File: src/rtl/bus_decoder.sv
// Registered bus decoder and transaction sequencer.
// Maps the host address onto N peripherals with an ack handshake, a timeout watchdog and an error response.
module bus_decoder #(
  parameter int NUM_DEVICES    = 4,
  parameter int DEV_ADDR_WIDTH = 14,
  parameter int BUS_ADDR_WIDTH = 2,
  parameter int DATA_WIDTH     = 16,
  parameter int TIMEOUT        = 16
) (
  input  logic                                   clk,
  input  logic                                   reset,
  input  logic [DEV_ADDR_WIDTH+BUS_ADDR_WIDTH-1:0] addr,
  input  logic                                   wr_en,
  input  logic                                   rd_en,
  input  logic [DATA_WIDTH-1:0]                  wr_data,
  output logic [DATA_WIDTH-1:0]                  rd_data,
  output logic                                   busy,
  output logic                                   done,
  output logic                                   err,
  output logic [NUM_DEVICES-1:0]                 cs,
  output logic [DEV_ADDR_WIDTH-1:0]              dev_addr,
  output logic [DATA_WIDTH-1:0]                  dev_wr_data,
  output logic                                   dev_we,
  output logic                                   dev_re,
  input  logic [NUM_DEVICES*DATA_WIDTH-1:0]      dev_rd_data,
  input  logic [NUM_DEVICES-1:0]                 dev_ack
);

  localparam int AW        = DEV_ADDR_WIDTH + BUS_ADDR_WIDTH;
  localparam int CNT_WIDTH = $clog2(TIMEOUT);
  localparam logic [CNT_WIDTH-1:0] CNT_LAST = CNT_WIDTH'(TIMEOUT - 1);

  typedef enum logic [1:0] {IDLE, ACCESS, RESP} state_t;

  state_t                     state_reg, state_next;
  logic [NUM_DEVICES-1:0]     cs_reg, cs_next;
  logic [DEV_ADDR_WIDTH-1:0]  dev_addr_reg, dev_addr_next;
  logic [DATA_WIDTH-1:0]      dev_wr_data_reg, dev_wr_data_next;
  logic                       dev_we_reg, dev_we_next;
  logic                       dev_re_reg, dev_re_next;
  logic [CNT_WIDTH-1:0]       cnt_reg, cnt_next;
  logic                       done_reg, done_next;
  logic                       err_reg, err_next;
  logic [DATA_WIDTH-1:0]      rd_data_reg, rd_data_next;

  logic [BUS_ADDR_WIDTH-1:0]  req_idx;
  logic                       req_mapped;
  logic [NUM_DEVICES-1:0]     req_onehot;
  logic                       ack_hit;
  logic [DATA_WIDTH-1:0]      rd_slice [NUM_DEVICES];
  logic [DATA_WIDTH-1:0]      sel_rd_data;

  assign req_idx    = addr[AW-1:DEV_ADDR_WIDTH];
  assign req_mapped = (int'(req_idx) < NUM_DEVICES);
  // cs_reg is one-hot in ACCESS, so masking with it both filters foreign acks and muxes read data.
  assign ack_hit    = |(dev_ack & cs_reg);

  generate
    for (genvar gi = 0; gi < NUM_DEVICES; gi++) begin : g_dev
      assign req_onehot[gi] = (int'(req_idx) == gi);
      assign rd_slice[gi]   = cs_reg[gi] ? dev_rd_data[gi*DATA_WIDTH +: DATA_WIDTH] : '0;
    end
  endgenerate

  always_comb begin
    sel_rd_data = '0;
    for (int i = 0; i < NUM_DEVICES; i++) begin
      sel_rd_data = sel_rd_data | rd_slice[i];
    end
  end

  always_comb begin
    state_next       = state_reg;
    cs_next          = cs_reg;
    dev_addr_next    = dev_addr_reg;
    dev_wr_data_next = dev_wr_data_reg;
    dev_we_next      = dev_we_reg;
    dev_re_next      = dev_re_reg;
    cnt_next         = cnt_reg;
    done_next        = 1'b0;
    err_next         = 1'b0;
    rd_data_next     = rd_data_reg;
    case (state_reg)
      IDLE: begin
        if (wr_en || rd_en) begin
          if (req_mapped) begin
            state_next       = ACCESS;
            cs_next          = req_onehot;
            dev_addr_next    = addr[DEV_ADDR_WIDTH-1:0];
            dev_wr_data_next = wr_data;
            dev_we_next      = wr_en;
            dev_re_next      = ~wr_en;
            cnt_next         = '0;
          end else begin
            state_next = RESP;
            done_next  = 1'b1;
            err_next   = 1'b1;
            if (!wr_en) rd_data_next = '1;
          end
        end
      end
      ACCESS: begin
        if (ack_hit || cnt_reg == CNT_LAST) begin
          state_next       = RESP;
          done_next        = 1'b1;
          err_next         = ~ack_hit;
          if (dev_re_reg) rd_data_next = ack_hit ? sel_rd_data : '1;
          cs_next          = '0;
          dev_addr_next    = '0;
          dev_wr_data_next = '0;
          dev_we_next      = 1'b0;
          dev_re_next      = 1'b0;
          cnt_next         = '0;
        end else begin
          cnt_next = cnt_reg + 1'b1;
        end
      end
      RESP:    state_next = IDLE;
      default: state_next = IDLE;
    endcase
  end

  always_ff @(posedge clk) begin
    if (reset) begin
      state_reg       <= IDLE;
      cs_reg          <= '0;
      dev_addr_reg    <= '0;
      dev_wr_data_reg <= '0;
      dev_we_reg      <= 1'b0;
      dev_re_reg      <= 1'b0;
      cnt_reg         <= '0;
      done_reg        <= 1'b0;
      err_reg         <= 1'b0;
      rd_data_reg     <= '0;
    end else begin
      state_reg       <= state_next;
      cs_reg          <= cs_next;
      dev_addr_reg    <= dev_addr_next;
      dev_wr_data_reg <= dev_wr_data_next;
      dev_we_reg      <= dev_we_next;
      dev_re_reg      <= dev_re_next;
      cnt_reg         <= cnt_next;
      done_reg        <= done_next;
      err_reg         <= err_next;
      rd_data_reg     <= rd_data_next;
    end
  end

  assign busy        = (state_reg != IDLE);
  assign done        = done_reg;
  assign err         = err_reg;
  assign cs          = cs_reg;
  assign dev_addr    = dev_addr_reg;
  assign dev_wr_data = dev_wr_data_reg;
  assign dev_we      = dev_we_reg;
  assign dev_re      = dev_re_reg;
  assign rd_data     = rd_data_reg;

endmodule

File: config.mk
export PLATFORM = sky130hd
export DESIGN_NAME = bus_decoder
export DESIGN_NICKNAME = d
export VERILOG_FILES = /design/src/rtl/bus_decoder.sv
export SDC_FILE = /design/constraint.sdc
export NUM_CORES = 1
export LEC_CHECK = 0
export ABC_AREA = 0
export BUFFER_PORTS_ARGS = -buffer_cell sky130_fd_sc_hd__buf_2
export CORE_ASPECT_RATIO = 0.5
export CORE_MARGIN = 3
export CORE_UTILIZATION = 41
export CTS_CLUSTER_SIZE = 28
export DETAILED_ROUTE_END_ITERATION = 10
export HOLD_SLACK_MARGIN = 0.02
export PLACE_DENSITY = 0.81
export SYNTH_ARGS = -nofsm -noshare
export SYNTH_HDL_FRONTEND = slang
export SYNTH_SLANG_ARGS = --single-unit
File: constraint.sdc
create_clock -name clk -period 2.2 [get_ports clk]
set_clock_uncertainty 0.2 [all_clocks]
set_input_delay 0.22 -clock clk [delete_from_list [all_inputs] [get_ports clk]]
set_output_delay 0.22 -clock clk [all_outputs]
set_load 0.005 [all_outputs]
* Yosys cells after proc, flatten, opt, wreduce, memory -nomap -nowiden
Cells that the tools add are included.
Storage, ports and cells: RAM bits 0, input port bits 104, latch bits 0, register bits after elaboration 60, word-level logic and storage cells 65, memories kept 0, bits in read-only memories 0, output and inout port bits 55
Operators by class: $mul 0, add/sub/neg operators 1, mux-type cells 26, $lt $le $gt $ge 0, div/mod/pow operators 0, bitwise operators 8, eq/ne operators 7, shift-type cells 0, reduce and logical (&&, ||, !) cells 13
Operators with widths (count):
- two-way mux 16 bit | 7
- OR 16 bit | 3
- one-hot mux 16 bit (2 select lines) | 1
- two-way mux 14 bit | 2
- one-hot mux 14 bit (2 select lines) | 1
- two-way mux 4 bit | 4
- one-hot mux 4 bit (2 select lines) | 2
- AND reduction 3 bit | 2
- adder 4 x 1 -> 4 bit, second input constant | 1
- bitwise AND 4 bit | 1
- == test 2 x 1 -> 1 bit, second input constant | 2
- == test 2 bit, second input constant | 2
- == test 4 bit, second input constant | 1
- logical NOT 2 bit | 2
- two-way mux 1 bit | 4
- two-way mux 2 bit | 2
- inequality test 2 bit, second input constant | 2
- NOT 1 bit | 4
- one-hot mux 1 bit (2 select lines) | 2
- one-hot mux 2 bit (2 select lines) | 1
- AND reduction 2 bit | 2
- nonzero test 2 bit | 2
- OR reduction 4 bit | 1
- OR reduction 3 bit | 1
- other kinds (2) | 3

* Longest topological paths before layout
Gate-level depths: netlist of run 1.
word-level depth 5, depth in mapped cells 7, gate-level depth less buffers 5

* Worst setup path before layout of run 1
Ideal clock, no wire load.
kind register -> register, start point register cnt_reg[0], end point register rd_data_reg[0] (netlist: rd_data[0]), path buffers 1, required time 1.909 ns, clock period less this slack 1.821 ns, setup slack 0.379 ns, data arrival time 1.530 ns, cell stages (with the launch flop) 7, cell sequence dfxtp_1 -> ha_1 -> nand3_1 -> a31oi_1 -> buf_2 -> nor2_1 -> a311oi_1
Between the ends: word-level cells in the longest chain between the ends 3
RTL lines:
- start: declaration | RTL line 41 | logic [CNT_WIDTH-1:0] cnt_reg, cnt_next;
- start signal: assignment | RTL line 142 | cnt_reg <= cnt_next;
- == test 4 bit | RTL line 103 | if (ack_hit || cnt_reg == CNT_LAST) begin
- logical OR 1 bit | RTL line 103
- AND reduction 3 bit (no source line)
- end signal: assignment | RTL line 145 | rd_data_reg <= rd_data_next;
- end: declaration | RTL line 44 | logic [DATA_WIDTH-1:0] rd_data_reg, rd_data_next;
Every way passes these cells. A chain may end at the register's enable or synchronous reset.

* Final worst setup path of run 1
start point input rd_en, end point register cs_reg[1] (netlist: cs[1])
Between the ends: word-level cells in the longest chain between the ends 3
RTL lines:
- start: declaration | RTL line 14 | input logic rd_en,
- logical OR 1 bit | RTL line 85 | if (wr_en || rd_en) begin
- inequality test 2 bit (no source line)
- AND reduction 3 bit (no source line)
- end signal: assignment | RTL line 137 | cs_reg <= cs_next;
- end: declaration | RTL line 36 | logic [NUM_DEVICES-1:0] cs_reg, cs_next;
Every way passes these cells.

==> results of run 1 <==
kinds of logic (layout without fill, tap and decap cells):
logic type	count (synthesis)	count (layout)
buffers and inverters	23	223
AND/OR/NAND/NOR	44	44
flip-flops	60	60
multiplexers	1	1
XOR/XNOR	1	1
AO/OA/AOI/OAI	92	92
adder cells (fa/ha/maj)	1	1
critical path, stage by stage:
cell and delay (ps):
dlygate4sd3_1 540, buf_2 140, or2_2 340, and2_1 160
buf_4 240, a32o_1 310
path summary, 6_finish.rpt:
path | start | endpoint | slack (ps) | depth (start not counted)
setup / recovery | rd_en | cs[1]$_SDFFE_PP0P_ | 260 | 6
hold / removal | dev_ack[0] | err$_SDFF_PP0_ | 50 | 4
setup reg to reg | cnt_reg[0]$_SDFFE_PP0P_ | cs[1]$_SDFFE_PP0P_ | 350 | 6
hold reg to reg | dev_wr_data[2]$_SDFFE_PP0P_ | dev_wr_data[2]$_SDFFE_PP0P_ | 270 | 1
power by group through the flow:
stage,Combinational (uW),Clock (uW),Sequential [uW]
detailed placement,390,0,1220
global route,488,1420,1210
floorplan,195,0,1220
CTS,440,1380,1200
global placement,375,0,1220
finish,448,1350,1200
repair_timing:
| item | CTS | global route |
|---|---|---|
| gates resized for setup | 0 | 0 |
| endpoints found under the setup margin | 0 | 0 |
| hold buffers | 36 | 0 |
| hold endpoints to repair | 37 | 0 |
synth_stat cells (all sizes together):
master	number
a32o	3
nor3b	3
xor2	1
a21oi	2
a31oi	2
nand3	4
and2	2
inv	3
nand2b	1
nand2	5
dfxtp	60
nand3b	1
ha	1
a221oi	1
o2bb2ai	2
and4	1
a22o	31
mux2i	1
clkbuf	11
buf	9
nor3	2
a22oi	35
nor2b	1
nor2	21
a311oi	16
or2	2
nor4	1
routing by layer:
layer  GRT usage [%]  up-vias  share of wire, %
met4            10.3        0               2.2
li1                -     1262                 -
met3            6.47       21               8.7
met2            42.2      124                52
met1            26.5     1235                37
met5               0        -                 0
final cells by class:
class / count / share of cell area [%]
repair buffers: 204 / 32.0
well taps: 70 / 2.26
clock buffers: 10 / 5.91
flip-flops and latches: 60 / 31.0
multi-input cells: 139 / 27.0
inverters: 3 / 0.291
clock inverters: 6 / 1.65
stage by stage:
step	hold WS (ps)	util [%]	area [sq um]	setup slack, ps
after detailed placement	241	61.4	3220	394
after global placement	235	61.4	3220	454
final	53.5	73.9	3880	263
after global routing	63.6	73.9	3880	155
after floorplan	108	-	2380	379
after CTS	39.8	73.9	3880	294
==> metrics.yaml, run 1 <==
die:
  core_area_sq_um: 5250
  die_area_sq_um: 6820
  io_pins: 159
  start_util_pct: 45.4
  die_x_um: 114
  std_cell_rows: 18
  floorplan.die.height_um: 59.9
synth:
  synth-compound-area-share_pct: 33.5
  syn-mean-instance-area_sq_um: 10.7
  yosysTopAreaCell: "dfxtp_1"
  synthMuxAreaShare_pct: 0.420
  ys_seq_elements: 60
  syn-num-nets: 327
  synth_xor_area_share_pct: 0.367
  yosys.area_share.simple_pct: 9.03
  synth.distinct_cells: 31
  ys_warn_count: 0
  synth_cells: 222
  ys_seq_area_share_pct: 50.4
  synth_adder_area_share_pct: 0.525
  syn_area_sq_um: 2380
  synthTopCellsByArea: "dfxtp_1, a22o_1, a22oi_1, a311oi_1, nor2_1"
  synth_top_family_by_area: "compound AO/OA/AOI/OAI gates"
  yosysTopAreaCellShare_pct: 50.4
global_routing:
  antenna_found_initial: 0
  grt-ovfl-total: 0
  grt_pass1_wl_um: 12500
  track_usage_pct: 23.4
  grt_pass1_vias: 2621
  grt_max_degree: 38
timing:
  max_freq_mhz: 516
  hold_viol: 0
  post-route-period-util_pct: 88.0
  tns_ps: 0
  rsz0062_at_grt: "no"
  maxSlewHeadroom_pct: 74.1
  slew_viol_final: 0
  setup_violations: 0
  max_slew.worst_pin.slew_ps: 386
  period_minus_slack_ps: 1940
power_and_ir_drop:
  sw_frac_of_total_pct: 24.0
  sequentialPowerShare_pct: 40.0
  power.switching_uw: 719
  clockPowerShare_pct: 45.0
  leakage_uw: 0.00183
  p_comb_share_pct: 15.0
  power_density_nw_per_um2: 773
  irDropWorstVdd_mv: 0.496
  p_int_uw: 2280
  p_total_uw: 3000
layout:
  regArea_sq_um: 1200
  final_cell_mix: "buf_2, dfxtp_1, dlygate4sd3_1, a22oi_1, a22o_1"
  fillers: 377
  final_common_cell: "buf_2"
  final_nets: 522
  n_antenna_cell: 0
  drive_above_1_share_pct: 44.8
  multi_input_area_sq_um: 1040
  fin_cells: 492
  areaGrowthSynthToFinish_pct: 62.6
placed_design:
  hpwl_um: 5300
  gp_congestion: 0.812
  io_buffers: 158
  post-place-cells: 440
clock_network:
  clockBufferDepth: 2
  clk_latency_ps: 320
  cts_root_buf: "clkbuf_16"
  post_cts_buffers: 0
  cts.sinks: 60
  cts_tree: "built"
  cts_htree_levels: 3
  clk_pin_slew_ps: 50
  numCtsBuffers: 9
setup_path:
  start_kind: "primary input"
  crit_type: "primary input to register"
  crit_path_end_kind: "register"
  cp.arrival_ps: 1940
  cp.required_ps: 2200
  path_max_fanout: 34
routing:
  final_antenna_net_count: 0
  drc: 0
  first_pass_iters: 4
  routed_wl_um: 8080
  drtIter0Drc: 192
  viasPerCell: 5.37
  wire_per_inst_um: 16.4
  vias: 2642
min_path:
  hp-class: "primary input to register"
flow_run:
  max_cap_violations: 0
run_status:
  status: "complete, no violations"
(Power assumes the default switching activity.)
==> run 2, diff against run 1 <==
--- a/config.mk
+++ b/config.mk
@@ -13,7 +13,7 @@
 export CTS_CLUSTER_SIZE = 28
 export DETAILED_ROUTE_END_ITERATION = 10
 export HOLD_SLACK_MARGIN = 0.02
-export PLACE_DENSITY = 0.81
+export PLACE_DENSITY = 0.79
 export SYNTH_ARGS = -nofsm -noshare
 export SYNTH_HDL_FRONTEND = slang
 export SYNTH_SLANG_ARGS = --single-unit
==> metrics.yaml, run 2 (same netlist as run 1, synthesis figures left out) <==
power_and_ir_drop:
  irDropWorstVdd_mv: 0.468  # -5.6%
  leakage_uw: 0.00184  # +0.41%
  power_density_nw_per_um2: 806  # +4.3%
setup_path:
  cp.required_ps: 2210  # about the same
  path_max_fanout: 34  # unchanged
  cp.arrival_ps: 1920  # -20 ps
  worstReg2RegEnd: "dev_re$_SDFFE_PP0P_"
  crit_type: "primary input to register"
  crit_path_end_kind: "register"
  r2r_slack_ps: 360  # about the same
  start_kind: "primary input"
  r2r_cells: 6  # unchanged
  reg2reg_from: "cnt_reg[0]$_SDFFE_PP0P_"
routing:
  routed_wl_um: 8040  # -0.61%
  first_pass_iters: 4  # unchanged
  final_antenna_net_count: 0  # unchanged
  vias: 2664  # +0.83%
  wire_per_inst_um: 16.4  # -0.20%
  viasPerCell: 5.44  # +1.2%
  drc: 0  # unchanged
  drtIter0Drc: 162  # -16%
layout:
  fillers: 367  # -2.7%
  final_nets: 520  # -0.38%
  drive_above_1_share_pct: 45.0  # +0.21 points
  n_antenna_cell: 0  # unchanged
  final_util_pct: 74.1  # +0.26 points
  areaGrowthSynthToFinish_pct: 63.2
  final_cell_mix: "buf_2, dfxtp_1, dlygate4sd3_1, a22oi_1, a22o_1"
  final_common_cell: "buf_2"
timing:
  max_freq_mhz: 524  # +1.5%
  fin_hold_ws_ps: 34.5  # -19.0 ps
  period_minus_slack_ps: 1910  # -28.6 ps
  maxSlewHeadroom_pct: 73.0  # -1.1 points
  post-route-period-util_pct: 86.7  # -1.3 points
  setup_violations: 0  # unchanged
  tns_ps: 0  # unchanged
  rsz0062_at_grt: "no"
  slew_viol_final: 0  # unchanged
  hold_viol: 0  # unchanged
  max_slew.worst_pin.slew_ps: 402  # +15.9 ps
min_path:
  whs_path_depth: 4  # unchanged
  hp-class: "primary input to register"
  hold_path_end: "err$_SDFF_PP0_"
  hp-start: "dev_ack[1]"
clock_network:
  clk_pin_slew_ps: 50  # about the same
  cts_htree_levels: 3  # unchanged
  clockBufferDepth: 2  # unchanged
  cts_repair_resize_count: 0  # unchanged
  clk_latency_ps: 320  # about the same
  cts_tree: "built"
  cts_root_buf: "clkbuf_16"
  cts.sinks: 60  # unchanged
  numCtsBuffers: 9  # unchanged
die:
  floorplan.die.height_um: 59.9  # unchanged
  die_area_sq_um: 6820  # unchanged
  die_x_um: 114  # unchanged
  core_area_sq_um: 5250  # unchanged
  io_pins: 159  # unchanged
  std_cell_rows: 18  # unchanged
  start_util_pct: 45.4  # unchanged
global_routing:
  grt_max_degree: 38  # unchanged
  antenna_found_initial: 0  # unchanged
  grt_pass1_wl_um: 12200  # -2.6%
  grt_use_met3_pct: 6.77  # +0.30 points
  grt-busiest-layer: "met2"
  grt_pass1_vias: 2604  # -0.65%
  grt-ovfl-total: 0  # unchanged
  grt.met1_usage_pct: 24.5  # -2.0 points
  track_usage_pct: 22.9  # -0.44 points
  met2_usage_pct: 43.5  # +1.3 points
placed_design:
  hpwl_um: 5320  # +0.41%
  gp_congestion: 0.805  # -0.89%
  io_buffers: 158  # unchanged
run_status:
  status: "complete, no violations"
flow_run:
  max_cap_violations: 0  # unchanged
[run 2: cell count changes in the layout (fill, tap and decap cells not counted)]
cell	change
bufinv_16	+1
dlygate4sd3_1	-1
clkinv_2	-1
buf_4	-1
clkinv_4	+2
clkinvlp_4	-1
clkbuf_1	-1
[run 2: worst max-delay path by stage]
stage | start | end | slack (ps) | depth (start not counted)
after floorplan | cnt_reg[0]$_SDFFE_PP0P_ | rd_data[0]$_SDFFE_PP0P_ | 380 | 6
after global placement | cnt_reg[0]$_SDFFE_PP0P_ | dev_addr[0]$_SDFFE_PP0P_ | 450 | 6
after detailed placement | cnt_reg[0]$_SDFFE_PP0P_ | dev_addr[0]$_SDFFE_PP0P_ | 380 | 6
after CTS | dev_ack[3] | dev_addr[12]$_SDFFE_PP0P_ | 310 | 7
after global routing | dev_ack[3] | dev_re$_SDFFE_PP0P_ | 230 | 7
final | rd_en | cs[3]$_SDFFE_PP0P_ | 290 | 6
[run 2: layout make-up]
class	count	area (sq um)	share of cell area, %
Timing Repair Buffer	202	1220	31.4
Sequential cell	60	1200	30.9
Multi-Input combinational cell	139	1040	26.9
Clock buffer	9	225	5.79
Clock inverter	7	98.8	2.54
Tap cell	70	87.6	2.25
Inverter	3	11.3	0.289
[run 2: timing repair]
item / 4_1_cts / 5_1_grt
buffers inserted: 0 / 0
hold buffers: 35 / 0
hold endpoints to repair: 37 / 0
[run 2: power by group]
part	leakage [uW]	total [uW]	internal, uW	switching, uW
clock	0.000156	1490	995	495
combinational	0.00119	445	245	200
sequential	0.000491	1200	1160	43.6
total	0.00184	3130	2390	739
[run 2: stage by stage]
stage	cell area, sq um	setup slack [ps]	power (uW)	std cells
floorplan	2380	379	1410	222
global placement	3220	453	1590	439
detailed placement	3220	379	1610	439
CTS	3890	310	3150	490
global route	3890	227	3250	490
finish	3890	292	3130	490
[run 2: worst max-delay path: stages]
cell and delay (ps):
dlygate4sd3_1 520, buf_2 140, or2_2 340, and2_1 150, buf_4 230, a32o_1 300
[run 2: layer usage]
metal | share of wire, % | vias up
met5 | 0 | -
met4 | 2.2 | 0
met3 | 7.0 | 19
met2 | 53 | 123
met1 | 38 | 1259
li1 | - | 1263
